`src/rtl/wb_commit_buf.sv`:
```
// wb_commit_buf
// -----------------------------------------------------------------------------
// Writeback stage for the 5-stage MIPS core. It sits between MEM and the
// register file / HI-LO unit. A DEPTH-entry in-order commit buffer holds MEM
// results, so nothing is lost while writeback is stalled. The buffer retires
// one entry per cycle. It also forwards pending GPR and HI/LO results to ID,
// with the youngest entry winning.
//
// Optional feature macro: WB_HILO_EN
//   defined   -> each entry carries HI/LO fields and the architected HI/LO
//                registers are built.
//   undefined -> HI/LO inputs are ignored and hi_o = lo_o = 0.
//
// Ports
//   clk, rst                     rising-edge clock, async active-high reset
//   mem_valid / mem_ready        MEM -> buffer handshake
//   mem_pc, mem_rf_*             entry payload (PC, GPR write)
//   mem_hilo_we, mem_hi/lo_wdata entry payload (HI/LO write)
//   wb_stall                     hold commit this cycle
//   flush                        drop every uncommitted entry
//   rf_we/rf_waddr/rf_wdata      GPR write port, driven by the head entry
//   fwd_raddr0/1 -> fwd_hit0/1, fwd_data0/1   GPR forwarding to ID
//   hi_o, lo_o                   HI/LO as seen by ID, pending writes included
//   debug_wb_*                   commit trace
// -----------------------------------------------------------------------------
module wb_commit_buf #(
  parameter int DATA_W = 32,
  parameter int ADDR_W = 5,
  parameter int PC_W   = 32,
  parameter int DEPTH  = 4
) (
  input  logic              clk,
  input  logic              rst,
  input  logic              mem_valid,
  output logic              mem_ready,
  input  logic [PC_W-1:0]   mem_pc,
  input  logic              mem_rf_we,
  input  logic [ADDR_W-1:0] mem_rf_waddr,
  input  logic [DATA_W-1:0] mem_rf_wdata,
  input  logic [1:0]        mem_hilo_we,
  input  logic [DATA_W-1:0] mem_hi_wdata,
  input  logic [DATA_W-1:0] mem_lo_wdata,
  input  logic              wb_stall,
  input  logic              flush,
  output logic              rf_we,
  output logic [ADDR_W-1:0] rf_waddr,
  output logic [DATA_W-1:0] rf_wdata,
  input  logic [ADDR_W-1:0] fwd_raddr0,
  input  logic [ADDR_W-1:0] fwd_raddr1,
  output logic              fwd_hit0,
  output logic              fwd_hit1,
  output logic [DATA_W-1:0] fwd_data0,
  output logic [DATA_W-1:0] fwd_data1,
  output logic [DATA_W-1:0] hi_o,
  output logic [DATA_W-1:0] lo_o,
  output logic [PC_W-1:0]   debug_wb_pc,
  output logic [3:0]        debug_wb_rf_wen,
  output logic [ADDR_W-1:0] debug_wb_rf_wnum,
  output logic [DATA_W-1:0] debug_wb_rf_wdata
);

  localparam int PTR_W = $clog2(DEPTH);
  localparam int CNT_W = PTR_W + 1;

  logic [PTR_W-1:0]  r_head;
  logic [PTR_W-1:0]  r_tail;
  logic [CNT_W-1:0]  r_count;

  logic [PC_W-1:0]   r_pc    [DEPTH];
  logic              r_we    [DEPTH];
  logic [ADDR_W-1:0] r_waddr [DEPTH];
  logic [DATA_W-1:0] r_wdata [DEPTH];

  logic              w_push;
  logic              w_commit;
  logic [PTR_W-1:0]  w_scan_idx;

  // mem_ready depends only on registered state and rst. A pop in the same
  // cycle does not reopen a full buffer, so wb_stall never reaches MEM
  // combinationally.
  assign mem_ready = (r_count != CNT_W'(DEPTH)) & ~rst;
  assign w_push    = mem_valid & mem_ready & ~flush;
  assign w_commit  = (r_count != '0) & ~wb_stall & ~flush;

  // Pointer / occupancy state
  always_ff @(posedge clk or posedge rst) begin
    if (rst) begin
      r_head  <= '0;
      r_tail  <= '0;
      r_count <= '0;
    end else if (flush) begin
      r_head  <= '0;
      r_tail  <= '0;
      r_count <= '0;
    end else begin
      if (w_push)   r_tail <= r_tail + 1'b1;
      if (w_commit) r_head <= r_head + 1'b1;
      r_count <= r_count + CNT_W'(w_push) - CNT_W'(w_commit);
    end
  end

  // Entry payload. Validity is implied by head/count, so a flush does not
  // need to touch the payload.
  always_ff @(posedge clk or posedge rst) begin
    if (rst) begin
      for (int e = 0; e < DEPTH; e++) begin
        r_pc[e]    <= '0;
        r_we[e]    <= 1'b0;
        r_waddr[e] <= '0;
        r_wdata[e] <= '0;
      end
    end else if (w_push) begin
      r_pc[r_tail]    <= mem_pc;
      r_we[r_tail]    <= mem_rf_we;
      r_waddr[r_tail] <= mem_rf_waddr;
      r_wdata[r_tail] <= mem_rf_wdata;
    end
  end

  // Commit port: shows the head entry only while it actually retires.
  assign rf_we       = w_commit & r_we[r_head] & (r_waddr[r_head] != '0);
  assign rf_waddr    = w_commit ? r_waddr[r_head] : '0;
  assign rf_wdata    = w_commit ? r_wdata[r_head] : '0;
  assign debug_wb_pc = w_commit ? r_pc[r_head]    : '0;

  assign debug_wb_rf_wen   = {4{rf_we}};
  assign debug_wb_rf_wnum  = rf_waddr;
  assign debug_wb_rf_wdata = rf_wdata;

  // GPR forwarding. The scan walks from oldest (offset 0) to youngest. A later
  // match overwrites an earlier one, so the youngest writer wins. The entry
  // retiring this cycle is still inside the scan window.
  always_comb begin
    fwd_hit0   = 1'b0;
    fwd_hit1   = 1'b0;
    fwd_data0  = '0;
    fwd_data1  = '0;
    w_scan_idx = '0;
    for (int k = 0; k < DEPTH; k++) begin
      w_scan_idx = r_head + PTR_W'(k);
      if ((CNT_W'(k) < r_count) && r_we[w_scan_idx]) begin
        if ((fwd_raddr0 != '0) && (r_waddr[w_scan_idx] == fwd_raddr0)) begin
          fwd_hit0  = 1'b1;
          fwd_data0 = r_wdata[w_scan_idx];
        end
        if ((fwd_raddr1 != '0) && (r_waddr[w_scan_idx] == fwd_raddr1)) begin
          fwd_hit1  = 1'b1;
          fwd_data1 = r_wdata[w_scan_idx];
        end
      end
    end
  end

`ifdef WB_HILO_EN
  logic [1:0]        r_hilo_we [DEPTH];
  logic [DATA_W-1:0] r_hi      [DEPTH];
  logic [DATA_W-1:0] r_lo      [DEPTH];
  logic [DATA_W-1:0] r_arch_hi;
  logic [DATA_W-1:0] r_arch_lo;
  logic [PTR_W-1:0]  w_hl_idx;

  always_ff @(posedge clk or posedge rst) begin
    if (rst) begin
      for (int e = 0; e < DEPTH; e++) begin
        r_hilo_we[e] <= '0;
        r_hi[e]      <= '0;
        r_lo[e]      <= '0;
      end
    end else if (w_push) begin
      r_hilo_we[r_tail] <= mem_hilo_we;
      r_hi[r_tail]      <= mem_hi_wdata;
      r_lo[r_tail]      <= mem_lo_wdata;
    end
  end

  // Architected HI/LO. Flush leaves them alone, because only committed
  // results ever reach them.
  always_ff @(posedge clk or posedge rst) begin
    if (rst) begin
      r_arch_hi <= '0;
      r_arch_lo <= '0;
    end else if (w_commit) begin
      if (r_hilo_we[r_head][1]) r_arch_hi <= r_hi[r_head];
      if (r_hilo_we[r_head][0]) r_arch_lo <= r_lo[r_head];
    end
  end

  // Youngest pending HI/LO write overrides the architected value.
  always_comb begin
    hi_o     = r_arch_hi;
    lo_o     = r_arch_lo;
    w_hl_idx = '0;
    for (int k = 0; k < DEPTH; k++) begin
      w_hl_idx = r_head + PTR_W'(k);
      if (CNT_W'(k) < r_count) begin
        if (r_hilo_we[w_hl_idx][1]) hi_o = r_hi[w_hl_idx];
        if (r_hilo_we[w_hl_idx][0]) lo_o = r_lo[w_hl_idx];
      end
    end
  end
`else
  logic w_unused_hilo;
  assign w_unused_hilo = ^{mem_hilo_we, mem_hi_wdata, mem_lo_wdata};
  assign hi_o = '0;
  assign lo_o = '0;
`endif

endmodule
```
`config.mk`:
```
export PLATFORM = sky130hd
export DESIGN_NAME = wb_commit_buf
export DESIGN_NICKNAME = d
export VERILOG_FILES = /design/src/rtl/wb_commit_buf.sv
export SDC_FILE = /design/constraint.sdc
export NUM_CORES = 1
export LEC_CHECK = 0
export CAP_MARGIN = 20
export CORE_MARGIN = 2
export CORE_UTILIZATION = 53
export DETAILED_ROUTE_END_ITERATION = 8
export HOLD_SLACK_MARGIN = 0.05
export PLACE_DENSITY = 0.79
export SYNTH_ARGS = -nofsm -noshare
export SYNTH_HDL_FRONTEND = slang
export SYNTH_SLANG_ARGS = --single-unit
```
`constraint.sdc`:
```
create_clock -name clk -period 11.3 [get_ports clk]
set_input_delay 2.26 -clock clk [delete_from_list [all_inputs] [get_ports clk]]
set_output_delay 2.26 -clock clk [all_outputs]
set_load 0.005 [all_outputs]
```
== Word-level counts from Yosys, hierarchy flattened ==
Cells that the tools add are included.
Storage, ports and cells
  ROM bits: 0
  RAM bits: 0
  input port bits: 151
  register bits after elaboration: 287
  memories kept: 0
  output and inout bits: 242
  bits in latches: 0
Operators by class
  eq/ne operators: 9
  muxes and demuxes: 89
  multipliers: 0
  order comparisons: 10
  divide/modulo/power cells: 0
  shift operators: 0
  $add $sub $neg: 6
  reductions and logical operators: 19
  bitwise logic cells: 15
Operators with widths (number)
  $mux W32: 29
  $bmux W32 S2: 5
  $bwmux W128: 2
  $demux W32 S2: 1
  $mux W5: 10
  $bmux W5 S2: 4
  $eq A5 B5 Y1: 8
  $mux W1: 25
  $bwmux W20: 1
  $ge A3 B3 Y1 const B: 5
  $not A2 Y3: 5
  $reduce_bool A5 Y1: 3
  $logic_and A1 B1 Y1: 13
  $demux W5 S2: 1
  $bmux W1 S2: 4
  $mux W2: 4
  $and A1 B1 Y1: 7
  $lt A1 B3 Y1 const A: 2
  $lt A2 B3 Y1 const A: 2
  $add A2 B1 Y2 const B: 2
  $add A2 B2 Y2 const B: 2
  $bwmux W4: 1
  $reduce_bool A2 Y1: 2
  $add A3 B1 Y3: 1
  7 further kinds: 9

== Logic depth before layout (Yosys ltp) ==
Gate-level depths: netlist of the first run.
  depth after elaboration: 14
  depth in mapped cells: 13
  depth with buffers taken out: 12

== Worst setup path after synthesis of the first run ==
Ideal clock, no wire load.
  kind: input to output
  start: input port fwd_raddr0[0]
  end: output port fwd_data0[15]
  stages: 9
  required time: 9.040 ns
  buffers on the path: 3
  setup slack: 5.061 ns
  arrival time: 3.979 ns
  cell sequence: clkbuf_1 -> nor4_1 -> nor2b_1 -> or4b_4 -> nand2b_4 -> buf_6 -> buf_6 -> o22ai_2 -> o21a_1
Between the ends
  cells in the longest elaborated chain, start to end: 10
RTL lines
  start: declaration: RTL line 48  | input logic [ADDR_W-1:0] fwd_raddr0,
  $eq A5 B5 Y1 or $reduce_bool A5 Y1 (tied branches): RTL line 142  | if ((fwd_raddr0 != '0) && (r_waddr[w_scan_idx] == fwd_raddr0)) begin
  $logic_and A1 B1 Y1: RTL line 142
  $mux W32: RTL line 142
  $mux W32: RTL line 141  | if ((CNT_W'(k) < r_count) && r_we[w_scan_idx]) begin
  $mux W32: RTL line 142
  $mux W32: RTL line 141
  $mux W32: RTL line 142
  $mux W32: RTL line 141
  $mux W32: RTL line 142
  $mux W32 (*): RTL line 141
  end: declaration: RTL line 52  | output logic [DATA_W-1:0] fwd_data0,
Mark *: on every way between the ends. The rest lies on a longest branch, timed or not.

== Worst setup path in the final report of the first run ==
  start: input port fwd_raddr0[2]
  end: output port fwd_data0[18]
Same word-level chain as after synthesis.

==> results of run 1 <==
## stage by stage
step	power [W]	util	area, sq um	hold WS, ps
after floorplan	0.00292	-	19000	474
after global placement	0.00329	0.605	21000	480
after detailed placement	0.00339	0.605	21000	488
after CTS	0.00452	0.638	22100	501
after global routing	0.00480	0.640	22200	517
final	0.00451	0.640	22200	500
## where the power goes
part	switching (W)	internal, W	total, W	leakage, nW
combinational	0.000881	0.000920	0.00180	5.14
sequential	0.000263	0.00134	0.00160	3.74
clock	0.000420	0.000693	0.00111	0.556
## layout by cell type (no fill, tap or decap), types with 11 or more instances in the layout
| master | count |
|---|---|
| and2_1 | 44 |
| clkdlybuf4s50_1 | 262 |
| o21ai_0 | 71 |
| mux4_2 | 57 |
| mux2i_1 | 115 |
| nand2_1 | 195 |
| o22ai_2 | 16 |
| nor2_1 | 98 |
| o21a_1 | 17 |
| nor3_1 | 19 |
| conb_1 | 64 |
| mux2_2 | 316 |
| clkbuf_16 | 34 |
| xnor2_1 | 34 |
| o22ai_1 | 12 |
| o21ai_1 | 13 |
| buf_4 | 23 |
| dfrtp_1 | 285 |
| a21oi_1 | 52 |
| o31a_1 | 11 |
## logic make-up after synthesis
group | share of synthesized area
and+or+nand+nor | 0.0969
adders and majority gates | 0.00641
muxes | 0.320
other | 0.000200
DFF | 0.383
buffers and inverters | 0.0779
AOI/OAI and AO/OA | 0.0952
xor gates and xnor gates | 0.0206
## layer usage
metal / track usage / wire length, microns
met3: 0.0521 / 3700
met2: 0.466 / 24900
met5: 0 / 13
met4: 0.116 / 1910
met1: 0.340 / 20000
## worst max-delay path by stage
stage                               end  slack, ps
after floorplan              r_count[0]       1120
after global placement    fwd_data0[18]       3210
after detailed placement  fwd_data0[18]       3200
after CTS                 fwd_data0[18]       3170
after global routing      fwd_data0[18]       2780
final                     fwd_data0[18]       3140
## flip-flops by register name, summed over array words and instances (netlist names)
| register | cells |
|---|---|
| r_pc | 128 |
| r_wdata | 128 |
| r_waddr | 20 |
| r_we | 4 |
| r_count | 3 |
| r_head | 2 |
| r_tail | 2 |
## cell type report
| type | instances | area, sq um |
|---|---|---|
| sequential | 287 | 7190 |
| clock inverter | 8 | 159 |
| inverter | 12 | 53.8 |
| timing repair buffer | 287 | 2850 |
| fill | 2675 | 12500 |
| multi-input combinational | 1272 | 10400 |
| tap | 455 | 569 |
| antenna | 3 | 7.51 |
| clock buffer | 50 | 981 |
## critical path, delay by kind of cell
family                 cells  cell delay [ps]
and+or+nand+nor            5             1130
AOI/OAI and AO/OA          1              110
buffers and inverters      4             2380
==> impl_metrics.csv, run 1 <==
group,metric,value,unit
place,routabilityCongestion,0.852,
setup_path,slowest_stage,"clkdlybuf4s50_1",
sta,tightest_slew,1080,ps
final_layout,drive_above_1_share,0.254,
cts,cts_tree,"done",
synth,yosysTopAreaCell,"dfrtp_1",
synth,synth-main-ff-cell,"dfrtp_1",
power_and_ir_drop,powerDensity,203,mW/mm^2
drt,post_drt_wl_per_cell,21.3,microns
setup_path,timing.rr.start,"r_count[1]",
synth,syn-cell-area,0.0187,sq mm
flow_run,cap_violations,0,
drt,route.detailed.drc,0,
synth,yosys-top-cells-count,"316 x mux2_2, 287 x dfrtp_1, 200 x nand2_1, 115 x mux2i_1, 107 x buf_4",
cts,cts_max_level,2,
final_layout,stdcell_count,2374,
setup_path,critPathMaxStageDelay,660,ps
min_path,hold_path_class,"reg -> reg",
cts,postCtsSetupBuffers,0,
sta,tns,0,ps
floorplanning,die_h,192,microns
synth,ys_seq_area_frac,0.383,
setup_path,start_kind,"input port",
outcome,outcome,"complete, no violations",
power_and_ir_drop,p_leak,9.44,nW
synth,yosys_register_bits,287,
sta,final-setup-viol-count,0,
final_layout,nets,2054,
setup_path,cp-startpoint,"fwd_raddr0[2]",
place,io_buffers,262,
synth,postSynthCellCount,1755,
setup_path,worstPathMaxFanout,65,
drt,viasPerCell,6.01,
sta,fin_crit_sh,0.722,
sta,max_freq,123,MHz
synth,async_flop_share,1.00,
global_routing,groute.usage.overall,0.274,
setup_path,path_class,"in -> out",
floorplanning,fp-row-count,68,
global_routing,grt_max_degree,119,
drt,wl,50500,microns
cts,numCtsBuffers,34,
min_path,min_path_cells,1,
place,preCtsSetupSlack,3200,ps
cts,cts_resized,0,
synth,yosysWarnings,0,
cts,cts_root_buf,"clkbuf_16",
cts,cts.path.max_buffers,3,
floorplanning,io_pins,393,
synth,synth_top_area_frac,0.383,
floorplanning,start_util,0.540,
floorplanning,die_area,0.0369,sq mm
drt,dr.pass1.iters,5,
synth,synth_edf_count,0,
setup_path,r2r_slack,7920,ps
cts,clkTransAtPathRegs,50,ps
place,dp.cells,2311,
power_and_ir_drop,vdd_drop_max,0.153,mV
synth,synth_area_per_cell,10.7,sq um
sta,setup_ws,3140,ps
global_routing,overflow,0,
setup_path,worst_setup_path_end_kind,"output pin",
sta,grt_setup_unrepaired,"false",
floorplanning,core,0.0347,sq mm
min_path,hold_end,"r_pc[39]",
setup_path,r2r.worst_path.cells,7,
sta,slew_violations,0,
floorplanning,die_x,192,microns
place,hpwl,31800,microns
sta,hold_viol,0,
sta,finClkSkew,15.1,ps
drt,dr_total_vias,14263,
setup_path,r2r-end,"r_pc[69]",
min_path,holdCritStartpoint,"r_pc[39]",
final_layout,area_growth,18.5,%
drt,drtAntennaViolNets,0,
synth,synthTopCellsByArea,"dfrtp_1 38%, mux2_2 19%, mux4_2 6.8%",
setup_path,crit_chain,"clkdlybuf4s50_1 -> nor4_1 -> nor2b_1 -> nor4_2 -> buf_4 -> or2_1 -> buf_4 -> a221oi_1 -> nor3_1 -> clkdlybuf4s50_1",
cts,clock_sinks,287,
setup_path,worst_ep_arrival_time,5900,ps
sta,slew_headroom,0.281,
global_routing,antenna_found_initial,5,
cts,clkLatencyLatePin,510,ps
global_routing,grt_pass1_vias,14598,
synth,synthMostInstantiatedCell,"mux2_2",
cts,cts_hold_buffers,0,
global_routing,grt_pass1_wl,79300,microns
sta,fin_crit,8160,ps
setup_path,required,9040,ps
drt,first_iter_violations,928,
synth,yosysUniqueCellTypes,58,
(Power assumes the default switching activity.)
==> run 2, diff against run 1 <==
CORE_UTILIZATION = 47   (was 53)
PLACE_DENSITY = 0.74   (was 0.79)
clock period = 7.3 ns   (was 11.3 ns; I/O delays follow)
==> run 2 against run 1 <==
  * Wire length increased by 0.37%
  * Non-clock buffer count rose by 3
  * Power is 54% higher
==> impl_metrics.csv, run 2 (synthesis gave the netlist of run 1 again) <==
group,metric,value,unit
cts,cts_root_buf,"clkbuf_16",
power_and_ir_drop,vdd_drop_max,0.224,mV
setup_path,start_kind,"register",
global_routing,grt_pass1_wl,79500,microns
setup_path,worstPathMaxFanout,42,
sta,tightest_slew,995,ps
sta,max_freq,156,MHz
floorplanning,start_util,0.474,
power_and_ir_drop,switchingPower,0.00242,W
sta,fin_crit_sh,0.877,
power_and_ir_drop,comb_power_share,0.408,
floorplanning,fp-row-count,73,
global_routing,antenna_found_initial,6,
sta,fin_crit,6400,ps
setup_path,crit_family,"buffers and inverters",
floorplanning,die_x,204,microns
setup_path,slowest_stage,"or4_1",
setup_path,cp_num_buf_inv,3,
final_layout,area_growth,19.0,%
sta,tns,0,ps
place,dp.cells,2383,
final_layout,final_cell_mix,"316 x mux2_2, 285 x dfrtp_1, 262 x clkdlybuf4s50_1",
final_layout,fillers,3365,
power_and_ir_drop,powerDensity,311,mW/mm^2
drt,route.detailed.drc,0,
setup_path,crit_chain,"clkinv_2 -> mux2_2 -> xor2_1 -> nand4_1 -> or4_1 -> buf_4 -> o22ai_1 -> clkdlybuf4s50_1",
setup_path,required,5840,ps
cts,cts_hold_buffers,0,
drt,dr.pass1.iters,5,
cts,clock_sinks,287,
final_layout,top_regs,"r_pc: 128 flops, r_wdata: 128 flops, r_waddr: 20 flops",
setup_path,worst_setup_path_end_kind,"output pin",
cts,numCtsBuffers,34,
outcome,outcome,"complete, no violations",
final_layout,nets,2057,
sta,holdWs,498,ps
drt,drtAntennaViolNets,0,
floorplanning,die_area,0.0415,sq mm
cts,cts_max_level,2,
place,routabilityCongestion,0.875,
power_and_ir_drop,clockPowerShare,0.243,
drt,post_drt_wl_per_cell,20.7,microns
place,hpwl,32600,microns
min_path,hold_path_class,"reg -> reg",
floorplanning,core,0.0395,sq mm
setup_path,critPathMaxStageDelay,1000,ps
final_layout,final_common_cell,"mux2_2",
global_routing,grt_pass1_vias,14459,
cts,cts_tree,"done",
cts,postCtsSetupBuffers,0,
cts,clkTransAtPathRegs,50,ps
global_routing,grt_max_degree,158,
place,preCtsSetupSlack,994,ps
floorplanning,io_pins,393,
setup_path,path_class,"reg -> out",
sta,grt_setup_unrepaired,"false",
final_layout,fin_util,0.564,
sta,final-setup-viol-count,0,
power_and_ir_drop,p_int,0.00453,W
setup_path,worst_ep_arrival_time,4940,ps
global_routing,groute.usage.overall,0.243,
global_routing,overflow,0,
final_layout,stdcell_count,2448,
final_layout,drive_above_1_share,0.255,
drt,viasPerCell,5.83,
setup_path,r2r_slack,4000,ps
place,io_buffers,262,
power_and_ir_drop,seq_power_share,0.349,
sta,finClkSkew,18.4,ps
drt,dr_total_vias,14261,
sta,setup_ws,900,ps
sta,slew_headroom,0.336,
drt,wl,50700,microns
cts,clkLatencyLatePin,520,ps
flow_run,cap_violations,0,
cts,cts_resized,0,
power_and_ir_drop,switching_share,0.348,
drt,first_iter_violations,838,
sta,hold_viol,0,
power_and_ir_drop,p_leak,9.44,nW
cts,cts.path.max_buffers,3,
floorplanning,die_h,204,microns
sta,slew_violations,0,
[run 2: cell type report]
type | instances | area (sq um) | area share
Inverter | 12 | 50.0 | 0.00224
Sequential cell | 287 | 7190 | 0.322
Antenna cell | 4 | 10.0 | 0.000449
Timing Repair Buffer | 290 | 2900 | 0.130
Multi-Input combinational cell | 1272 | 10400 | 0.466
Clock inverter | 7 | 93.8 | 0.00421
Clock buffer | 51 | 1020 | 0.0455
Tap cell | 525 | 657 | 0.0294
[run 2: metal layers]
metal	vias up	GRT usage	routed length, microns
met1	7149	0.294	20400
met5	-	0	46
li1	6410	-	-
met2	580	0.415	24800
met3	114	0.0585	4040
met4	8	0.0983	1520
[run 2: path summary, 6_finish.rpt]
path	cells after the start	end	start
max in group asynchronous	5	r_pc[105]	rst
min	1	r_pc[40]	r_pc[40]
max	8	fwd_data1[0]	r_head[0]
max reg2reg	7	r_wdata[15]	r_count[1]
min reg2reg	1	r_pc[40]	r_pc[40]
min in group asynchronous	2	r_pc[122]	rst
[run 2: power groups by stage]
stage | registers [W] | logic [W] | clock network (W)
floorplan | 0.00231 | 0.00221 | 0
global placement | 0.00239 | 0.00273 | 0
detailed placement | 0.00244 | 0.00281 | 0
CTS | 0.00242 | 0.00282 | 0.00173
global route | 0.00249 | 0.00311 | 0.00180
finish | 0.00242 | 0.00283 | 0.00169
[run 2: worst reg2reg max path: cells and delay by family (launching register included)]
kind                   cells  cell delay, ps
AOI/OAI and AO/OA          1             270
and+or+nand+nor            3            1460
buffers and inverters      2             610
DFF                        1             420
muxes                      1             410
[run 2: per-stage QoR]
step,area (sq um),power [W]
2_1_floorplan,19000,0.00451
3_3_place_gp,21100,0.00512
3_5_place_dp,21100,0.00525
4_1_cts,22200,0.00697
5_1_grt,22300,0.00740
6_report,22300,0.00695
